### config.mk
export PLATFORM = sky130hd
export DESIGN_NAME = unsigned_multiply_add_16_bit_flat
export DESIGN_NICKNAME = d
export VERILOG_FILES = /design/src/rtl/unsigned_arith_pkg.sv /design/src/rtl/unsigned_multiply_add_16_bit_if.sv /design/src/rtl/unsigned_multiply_add_16_bit_shift_add.sv /design/src/rtl/unsigned_multiply_add_16_bit.sv /design/src/flat_wrapper.sv
export SDC_FILE = /design/constraint.sdc
export NUM_CORES = 1
export LEC_CHECK = 0
export ABC_AREA = 1
export BUFFER_PORTS_ARGS = -buffer_cell sky130_fd_sc_hd__buf_4
export CAP_MARGIN = 20
export CORE_ASPECT_RATIO = 1.5
export CORE_UTILIZATION = 30
export CTS_CLUSTER_SIZE = 14
export DETAILED_ROUTE_END_ITERATION = 10
export HOLD_SLACK_MARGIN = 0.02
export PLACE_DENSITY_LB_ADDON = 0.1
export SLEW_MARGIN = 20
export SYNTH_ARGS = -nofsm -noshare
export SYNTH_HDL_FRONTEND = slang
export SYNTH_SLANG_ARGS = --single-unit
### constraint.sdc
create_clock -name Clk -period 3 [get_ports Clk]
set_input_delay 0.15 -clock Clk [delete_from_list [all_inputs] [get_ports Clk]]
set_output_delay 0.15 -clock Clk [all_outputs]
set_load 0.05 [all_outputs]
### src/rtl/unsigned_arith_pkg.sv
// Shared definitions for the 16-bit unsigned arithmetic blocks
// (multiply-add and its divider companion).
package unsigned_arith_pkg;
  localparam int DATA_WIDTH = 16;
  localparam int CNT_W      = $clog2(DATA_WIDTH) + 1;

  typedef enum logic [1:0] {
    IDLE = 2'd0,
    CALC = 2'd1,
    DONE = 2'd2
  } state_t;
endpackage

### src/rtl/unsigned_multiply_add_16_bit_if.sv
// Request/response bundle for the multiply-add unit.
// The master side drives the operands and start; the slave side (the unit) returns the result.
interface unsigned_multiply_add_16_bit_if #(
  parameter int DATA_WIDTH = 16
);
  logic                      start_multiplication;
  logic [DATA_WIDTH-1:0]     MULTIPLICAND;
  logic [DATA_WIDTH-1:0]     MULTIPLIER;
  logic [DATA_WIDTH-1:0]     ADDEND;
  logic [2*DATA_WIDTH-1:0]   product;
  logic                      output_ready;
  logic                      Error;

  modport master (
    output start_multiplication, MULTIPLICAND, MULTIPLIER, ADDEND,
    input  product, output_ready, Error
  );

  modport slave (
    input  start_multiplication, MULTIPLICAND, MULTIPLIER, ADDEND,
    output product, output_ready, Error
  );
endinterface

### src/rtl/unsigned_multiply_add_16_bit_shift_add.sv
// One radix-2 shift-add iteration.
// Conditionally add A into the upper half of P, then shift the whole accumulator right by one.
module shift_add_step #(
  parameter int W = 16
) (
  input  logic [2*W:0]  p_in,
  input  logic [W-1:0]  a,
  output logic [2*W:0]  p_out
);
  logic [W:0] upper;

  // P[2W] is always 0 going in, so the W+1 bit sum cannot overflow.
  always_comb begin
    upper = p_in[2*W:W] + (p_in[0] ? {1'b0, a} : '0);
    p_out = {1'b0, upper, p_in[W-1:1]};
  end
endmodule

### src/rtl/unsigned_multiply_add_16_bit.sv
// Sequential radix-2 unsigned multiply-add: product = MULTIPLICAND * MULTIPLIER + ADDEND.
// The latency is fixed at DATA_WIDTH iterations.
// Optional range flag: UNSIGNED_MUL_RANGE_CHECK_EN. When it is defined, Error flags a result that
// does not fit in DATA_WIDTH bits. When it is undefined, Error is tied to 0.
module unsigned_multiply_add_16_bit
  import unsigned_arith_pkg::*;
(
  input  logic                         Clk,
  input  logic                         reset_n,
  unsigned_multiply_add_16_bit_if.slave bus
);
  localparam int W = DATA_WIDTH;

  state_t             state, state_nxt;
  logic [CNT_W-1:0]   cnt;
  logic [W-1:0]       a_q;
  logic [2*W:0]       p_q, p_nxt;
  logic [2*W-1:0]     product_q;
  logic               last_iter;

  assign last_iter = (cnt == CNT_W'(W - 1));

  shift_add_step #(.W(W)) u_step (
    .p_in  (p_q),
    .a     (a_q),
    .p_out (p_nxt)
  );

  // State register
  always_ff @(posedge Clk or negedge reset_n) begin
    if (!reset_n) state <= IDLE;
    else          state <= state_nxt;
  end

  // Next-state logic; a held start keeps DONE so one request yields one operation
  always_comb begin
    state_nxt = state;
    case (state)
      IDLE:    if (bus.start_multiplication)  state_nxt = CALC;
      CALC:    if (last_iter)                 state_nxt = DONE;
      DONE:    if (!bus.start_multiplication) state_nxt = IDLE;
      default:                                state_nxt = IDLE;
    endcase
  end

  // Datapath: capture operands in IDLE, iterate in CALC, latch the result on the last step
  always_ff @(posedge Clk or negedge reset_n) begin
    if (!reset_n) begin
      cnt       <= '0;
      a_q       <= '0;
      p_q       <= '0;
      product_q <= '0;
    end else begin
      case (state)
        IDLE: if (bus.start_multiplication) begin
          a_q <= bus.MULTIPLICAND;
          p_q <= {1'b0, bus.ADDEND, bus.MULTIPLIER};
          cnt <= '0;
        end
        CALC: begin
          p_q <= p_nxt;
          cnt <= cnt + 1'b1;
          if (last_iter) product_q <= p_nxt[2*W-1:0];
        end
        default: ;
      endcase
    end
  end

`ifdef UNSIGNED_MUL_RANGE_CHECK_EN
  logic err_q;

  // Range flag: set with the result when the upper half is non-zero, cleared when DONE is left
  always_ff @(posedge Clk or negedge reset_n) begin
    if (!reset_n)
      err_q <= 1'b0;
    else if (state == CALC && last_iter)
      err_q <= |p_nxt[2*W-1:W];
    else if (state == DONE && !bus.start_multiplication)
      err_q <= 1'b0;
  end
`endif

  // Output logic
  always_comb begin
    bus.product      = product_q;
    bus.output_ready = (state == DONE);
`ifdef UNSIGNED_MUL_RANGE_CHECK_EN
    bus.Error        = err_q;
`else
    bus.Error        = 1'b0;
`endif
  end
endmodule

### src/flat_wrapper.sv
// flat-port wrapper written by rule: the top's interface ports become plain ports
module unsigned_multiply_add_16_bit_flat import unsigned_arith_pkg::*;
  (Clk, reset_n, bus_start_multiplication, bus_MULTIPLICAND, bus_MULTIPLIER, bus_ADDEND, bus_product, bus_output_ready, bus_Error);
  unsigned_multiply_add_16_bit_if #(.DATA_WIDTH(16)) bus_i ();
  input  logic Clk;
  input  logic reset_n;
  input wire logic [$bits(bus_i.start_multiplication)-1:0] bus_start_multiplication;
  input wire logic [$bits(bus_i.MULTIPLICAND)-1:0] bus_MULTIPLICAND;
  input wire logic [$bits(bus_i.MULTIPLIER)-1:0] bus_MULTIPLIER;
  input wire logic [$bits(bus_i.ADDEND)-1:0] bus_ADDEND;
  output wire logic [$bits(bus_i.product)-1:0] bus_product;
  output wire logic [$bits(bus_i.output_ready)-1:0] bus_output_ready;
  output wire logic [$bits(bus_i.Error)-1:0] bus_Error;
  assign bus_i.start_multiplication = bus_start_multiplication;
  assign bus_i.MULTIPLICAND = bus_MULTIPLICAND;
  assign bus_i.MULTIPLIER = bus_MULTIPLIER;
  assign bus_i.ADDEND = bus_ADDEND;
  assign bus_product = bus_i.product;
  assign bus_output_ready = bus_i.output_ready;
  assign bus_Error = bus_i.Error;
  unsigned_multiply_add_16_bit u_core (.Clk(Clk), .reset_n(reset_n), .bus(bus_i));
endmodule
# ---- After elaboration in Yosys (flattened, before gate mapping)
# Cells that the tools add are included.
dict set report word_totals {
  elab_cells 28
  out_inout_bits 34
  register_bits 88
  input_bits 51
}
dict set report classes {
  muxes 9
  n_reduce_logical 6
  n_eq_ne 6
  n_addsub 2
}
# op n
set op_table {}
lappend op_table {{$pmux W33 S2} 1}
lappend op_table {{$mux W33} 1}
lappend op_table {{$add A17 B17 Y17} 1}
lappend op_table {{$mux W16} 1}
lappend op_table {{$pmux W5 S2} 1}
lappend op_table {{$mux W2} 3}
lappend op_table {{$pmux W2 S3} 1}
lappend op_table {{$reduce_and A2 Y1} 3}
lappend op_table {{$add A5 B1 Y5 const B} 1}
lappend op_table {{$eq A5 B4 Y1 const B} 1}
lappend op_table {{$mux W5} 1}
lappend op_table {{$ne A2 B2 Y1 const B} 2}
lappend op_table {{$reduce_and A3 Y1} 1}
lappend op_table {{$eq A2 B1 Y1 const B} 1}
lappend op_table {{$eq A2 B2 Y1 const B} 1}
lappend op_table {{$logic_not A2 Y1} 1}
lappend op_table {{$ne A2 B1 Y1 const B} 1}
lappend op_table {{$reduce_bool A2 Y1} 1}

# ---- Logic depth before layout (Yosys ltp)
dict set report logic_depth {
  word_depth 3
  mapped_depth 15
  ltp_nobuf 13
}

# ---- By module
# Synthesis repeated with hierarchy kept, for this count alone.
dict set report hier_totals {
  hier_cells 674
  area_unflattened_um2 4937.2
}
# module cells_per_inst instances seq_area_each_um2 area_each_um2
set modules_own_cells {}
lappend modules_own_cells {unsigned_multiply_add_16_bit 427 1 2202.1 3689.8}
lappend modules_own_cells {shift_add_step 247 1 0.0 1247.4}

# ---- Worst setup path before layout
# No wires, ideal clock.
dict set report synth_path {
  path_kind {flip-flop to flip-flop}
  startpoint {register u_core.p_q[0]}
  endpoint {register u_core.p_q[21]}
  path_stages_with_launch 14
  slack_ns 0.816
  path_buffers 2
  t_arrival_ns 2.059
  setup_ns 0.124
  path_cell_list {dfrtp_1 clkbuf_1 clkbuf_1 nand2_1 inv_1 ha_1 fa_1 nand2_1 nand2_1 nand3b_1 nand2_1 or2_2 nand3_1 nand3_1}
}
dict set report synth_via {
  elab_chain_len 3
}
# item line
set synth_rtl {}
lappend synth_rtl {{start, declared} unsigned_multiply_add_16_bit.sv:17} ;# logic [2*W:0] p_q, p_nxt;
lappend synth_rtl {{start signal, assigned} unsigned_multiply_add_16_bit.sv:57} ;# p_q <= {1'b0, bus.ADDEND, bus.MULTIPLIER};
lappend synth_rtl {{start signal, assigned} unsigned_multiply_add_16_bit.sv:61} ;# p_q <= p_nxt;
lappend synth_rtl {{$mux W16} unsigned_multiply_add_16_bit_shift_add.sv:14} ;# upper = p_in[2*W:W] + (p_in[0] ? {1'b0, a} : '0);
lappend synth_rtl {{$add A17 B17 Y17} unsigned_multiply_add_16_bit_shift_add.sv:14}
lappend synth_rtl {{$pmux W33 S2} unsigned_multiply_add_16_bit.sv:54} ;# case (state)
# No other way between the ends.
# A chain may end at the register's enable or synchronous reset.

# ---- Worst setup path after layout
dict set report layout_path {
  startpoint {register u_core.p_q[0]}
  endpoint {register u_core.product_q[21] (netlist: u_core.bus.product[21])}
}
dict set report layout_via {
  elab_chain_len 2
}
# item line
set layout_rtl {}
lappend layout_rtl {{$mux W16} unsigned_multiply_add_16_bit_shift_add.sv:14}
lappend layout_rtl {{$add A17 B17 Y17} unsigned_multiply_add_16_bit_shift_add.sv:14}
lappend layout_rtl {{end signal, assigned} unsigned_multiply_add_16_bit.sv:63} ;# if (last_iter) product_q <= p_nxt[2*W-1:0];
lappend layout_rtl {{end, declared} unsigned_multiply_add_16_bit.sv:18} ;# logic [2*W-1:0] product_q;
# No other way between the ends.

==> metrics <==
vias in the first global route=4192; Critical Setup Path Class=register to register; average cell area after synthesis=7.70 µm²; arrival time at the worst endpoint=about 2.5 ns; sequential cell area fraction in the yosys report=approximately 47%; Worst path max stage delay=approximately 0.57 ns; share of synthesized flip-flops with an asynchronous set or reset=between 90% and 100%; upper clock frequency limit=approximately 440 MHz; count of nets after finishing=762; placeable core region=between 0.015 and 0.02 mm²; cell with the most instances on the worst path=sky130_fd_sc_hd__nand2_1; cell family contributing the most delay on the critical path=simple AND/OR/NAND/NOR gates; count of H-tree levels built during CTS=3; dominant cell type by area after synthesis=sky130_fd_sc_hd__dfrtp_1; max_cap viols=0; Place WS=roughly 0.75 ns; Yosys top cell area share=47.4%; non-filler instance count after layout=about 900; combined area of all synthesized cells=between 0.004 and 0.005 mm²; Clock Path Buffers=2; first-pass GRT wire length=between 20000 and 25000 µm; highest fanout seen on the critical path=17; yosys synthesis warning count=0; Residual DRC=0; worst clock skew=roughly 0.0077 ns; via count=between 4000 and 5000; horizontal die dimension=a little over 100 µm; total CTS buffers=9; final worst setup slack=a little over 0.7 ns; number of nets produced by synthesis=roughly 670; HP Class=input port to register; Crit path required time=~3.2 ns; number of enable flip-flop cells after synthesis=0; total count of hold-check failures in the final report=0; clock sink count=87; Iter 0 DRT Violations=around 130; sum of internal, switching and leakage power=between 0.006 and 0.007 W; number of max-slew violations in the final report=0; Final Critical Period=approximately 2.3 ns; Primary FF master, synth=sky130_fd_sc_hd__dfrtp_1; GRT Total Usage=18.1%; Clock Tree Root=sky130_fd_sc_hd__clkbuf_16; cts hold-fix bufs=17; fraction of final layout cells with drive strength greater than 1=16.6%; placer congestion estimate=about 0.84; insertion delay to the later sink of the worst-skew pair=0.34 ns; setup-violating endpoint count in the final report=0; power density over the cells=about 1200 mW/mm²; ports placed on the boundary=85; Row Count=between 50 and 60; WP buf/inv=1; number of buffers added on ports=83; cell at the slowest stage of the critical path=sky130_fd_sc_hd__dfrtp_1; run status=finished, final reports clean; cells resized by post-CTS repair=0; worst slew margin relative to its limit=about half; Distinct cells, synth=34; Synth Register Bits=a little under 90; startpoint kind of the worst setup timing path=register; number of antenna violations at the first check in global routing=0; number of diodes added for antenna fixing=0; die extent in y=153 µm; Die Footprint=between 0.015 and 0.02 mm²; Via density=~4.5; residual overflow from global routing=0; Leak Pwr=approximately 3.3 nW; HPWL after detailed placement=9940 µm; number of cells in the design after placement=around 860; Filler Cell Count=1665; Cell Chain, Critical Path=nand2_1 > inv_1 > ha_1 > fa_1 > nand2_1 > nand2_1 > nand3b_1 > nand2_1 > or2_2 > nand3_1 > nand2_1; IR Drop Worst-Case VDD=between 400 and 500 µV; initial core utilization=a little under a third; Detail Route Antenna Nets=0; Post-CTS Setup Inserts=0; Total Neg Setup Slack=0 ns; post-route clock period utilization=75.9%; actual transition at the worst max-transition pin=around 0.74 ns; instance count of the mapped netlist=a little under 600; critical path capture point type=register; routed len/inst=between 10 and 15 µm; router iterations before antenna repair=6; TritonCTS clock tree=yes; aggregate routed wire length=between 10000 and 15000 µm; cell types occupying the most area after synthesis=sky130_fd_sc_hd__dfrtp_1 (47%), sky130_fd_sc_hd__nand2_1 (21%), sky130_fd_sc_hd__inv_1 (6.1%); pin count of the biggest net entering global routing=55; unrepaired setup endpoints after global routing=no; Worst-path clk slew=approximately 0.070 ns; Synth-to-Final Area Change=28.5%
per-stage QoR:
| step | util (%) | hold WS [ns] | area, µm² |
|---|---|---|---|
| floorplan | - | -0.146 | 4590 |
| global placement | 36.0 | 0.261 | 5400 |
| detailed placement | 36.0 | 0.273 | 5400 |
| CTS | 39.3 | 0.0203 | 5900 |
| global route | 39.3 | 0.0294 | 5900 |
| finish | 39.3 | 0.0314 | 5900 |
layer usage:
metal / vias to the layer above / share of wire [%] / track usage [%]
met1: 1927 / 39 / 20.0
met4: 0 / 3.1 / 7.78
met2: 72 / 55 / 33.2
li1: 2050 / - / -
met3: 18 / 2.9 / 2.93
met5: - / 0 / 0
worst paths after layout:
| kind | start | to | slack (ns) | cells past startpoint |
|---|---|---|---|---|
| min | bus_MULTIPLIER[10] | u_core.p_q[10] | 0.03 | 3 |
| max in group asynchronous | reset_n | u_core.p_q[25] | 1.82 | 3 |
| max reg2reg | u_core.p_q[0] | u_core.bus.product[21] | 0.72 | 11 |
| max | u_core.p_q[0] | u_core.bus.product[21] | 0.72 | 11 |
| min in group asynchronous | reset_n | u_core.bus.product[26] | 0.42 | 2 |
| min reg2reg | u_core.bus.product[29] | u_core.bus.product[29] | 0.48 | 2 |
area by class of cell:
class / instances / area, µm² / share of cell area [%]
sequential: 87 / 2180 / 36.9
multi-input combinational: 408 / 2000 / 34.0
timing repair buffer: 106 / 838 / 14.2
inverter: 80 / 300 / 5.09
tap: 199 / 249 / 4.22
clock buffer: 10 / 239 / 4.05
clock inverter: 6 / 92.6 / 1.57
report_power, final:
group | switching [W] | leakage [nW] | internal (W) | total, W
combinational | 0.00234 | 2.03 | 0.00119 | 0.00353
sequential | 0.000383 | 1.09 | 0.00173 | 0.00211
clock | 0.000495 | 0.161 | 0.000759 | 0.00125
layout by cell type (no fill, tap or decap), drive strengths merged:
| cell type | Yosys | final |
|---|---|---|
| or2 | 5 | 5 |
| a21oi | 10 | 10 |
| clkinv | 1 | 3 |
| o22ai | 2 | 2 |
| nor2 | 16 | 16 |
| inv | 79 | 80 |
| nand4 | 1 | 1 |
| clkbuf | 4 | 10 |
| bufinv | 0 | 2 |
| o21bai | 1 | 1 |
| fa | 1 | 1 |
| and2 | 1 | 1 |
| clkinvlp | 0 | 1 |
| nand3b | 4 | 4 |
| a22oi | 9 | 9 |
| nand2 | 253 | 253 |
| ha | 18 | 18 |
| o221ai | 3 | 3 |
| dfrtp | 87 | 87 |
| a22o | 10 | 10 |
| xor2 | 4 | 4 |
| nand3 | 38 | 38 |
| o211ai | 3 | 3 |
| buf | 17 | 89 |
| xnor2 | 1 | 1 |
| dlygate4sd3 | 0 | 17 |
| nor3 | 3 | 3 |
| conb | 1 | 1 |
| o21ai | 24 | 24 |
cell usage after synthesis, drive strengths merged (4+ instances only):
| cell | instances |
|---|---|
| a22oi | 9 |
| nand3b | 4 |
| nand2 | 253 |
| nor2 | 16 |
| or2 | 5 |
| xor2 | 4 |
| nand3 | 38 |
| a22o | 10 |
| clkbuf | 4 |
| buf | 17 |
| o21ai | 24 |
| ha | 18 |
| a21oi | 10 |
| dfrtp | 87 |
| inv | 79 |
kinds of logic after synthesis:
logic type / synth area share, %
AND/OR/NAND/NOR: 28.7
buffers and inverters: 8.91
flip-flops: 47.4
AO/OA/AOI/OAI: 8.59
adder cells (fa/ha/maj): 5.34
XOR/XNOR: 0.954
other: 0.0817
tightest hold or removal path, delay by kind of cell:
kind | cells | cell delay, ns
and+or+nand+nor | 1 | 0.04
AOI/OAI and AO/OA | 1 | 0.06
buffers and inverters | 1 | 0.07
registers in the layout, indices dropped and copies added (netlist names):
| name | cells |
|---|---|
| u_core.bus.product | 32 |
| u_core.p_q | 32 |
| u_core.a_q | 16 |
| u_core.cnt | 5 |
| u_core.state | 2 |
Power figures use the tool's default switching activity.
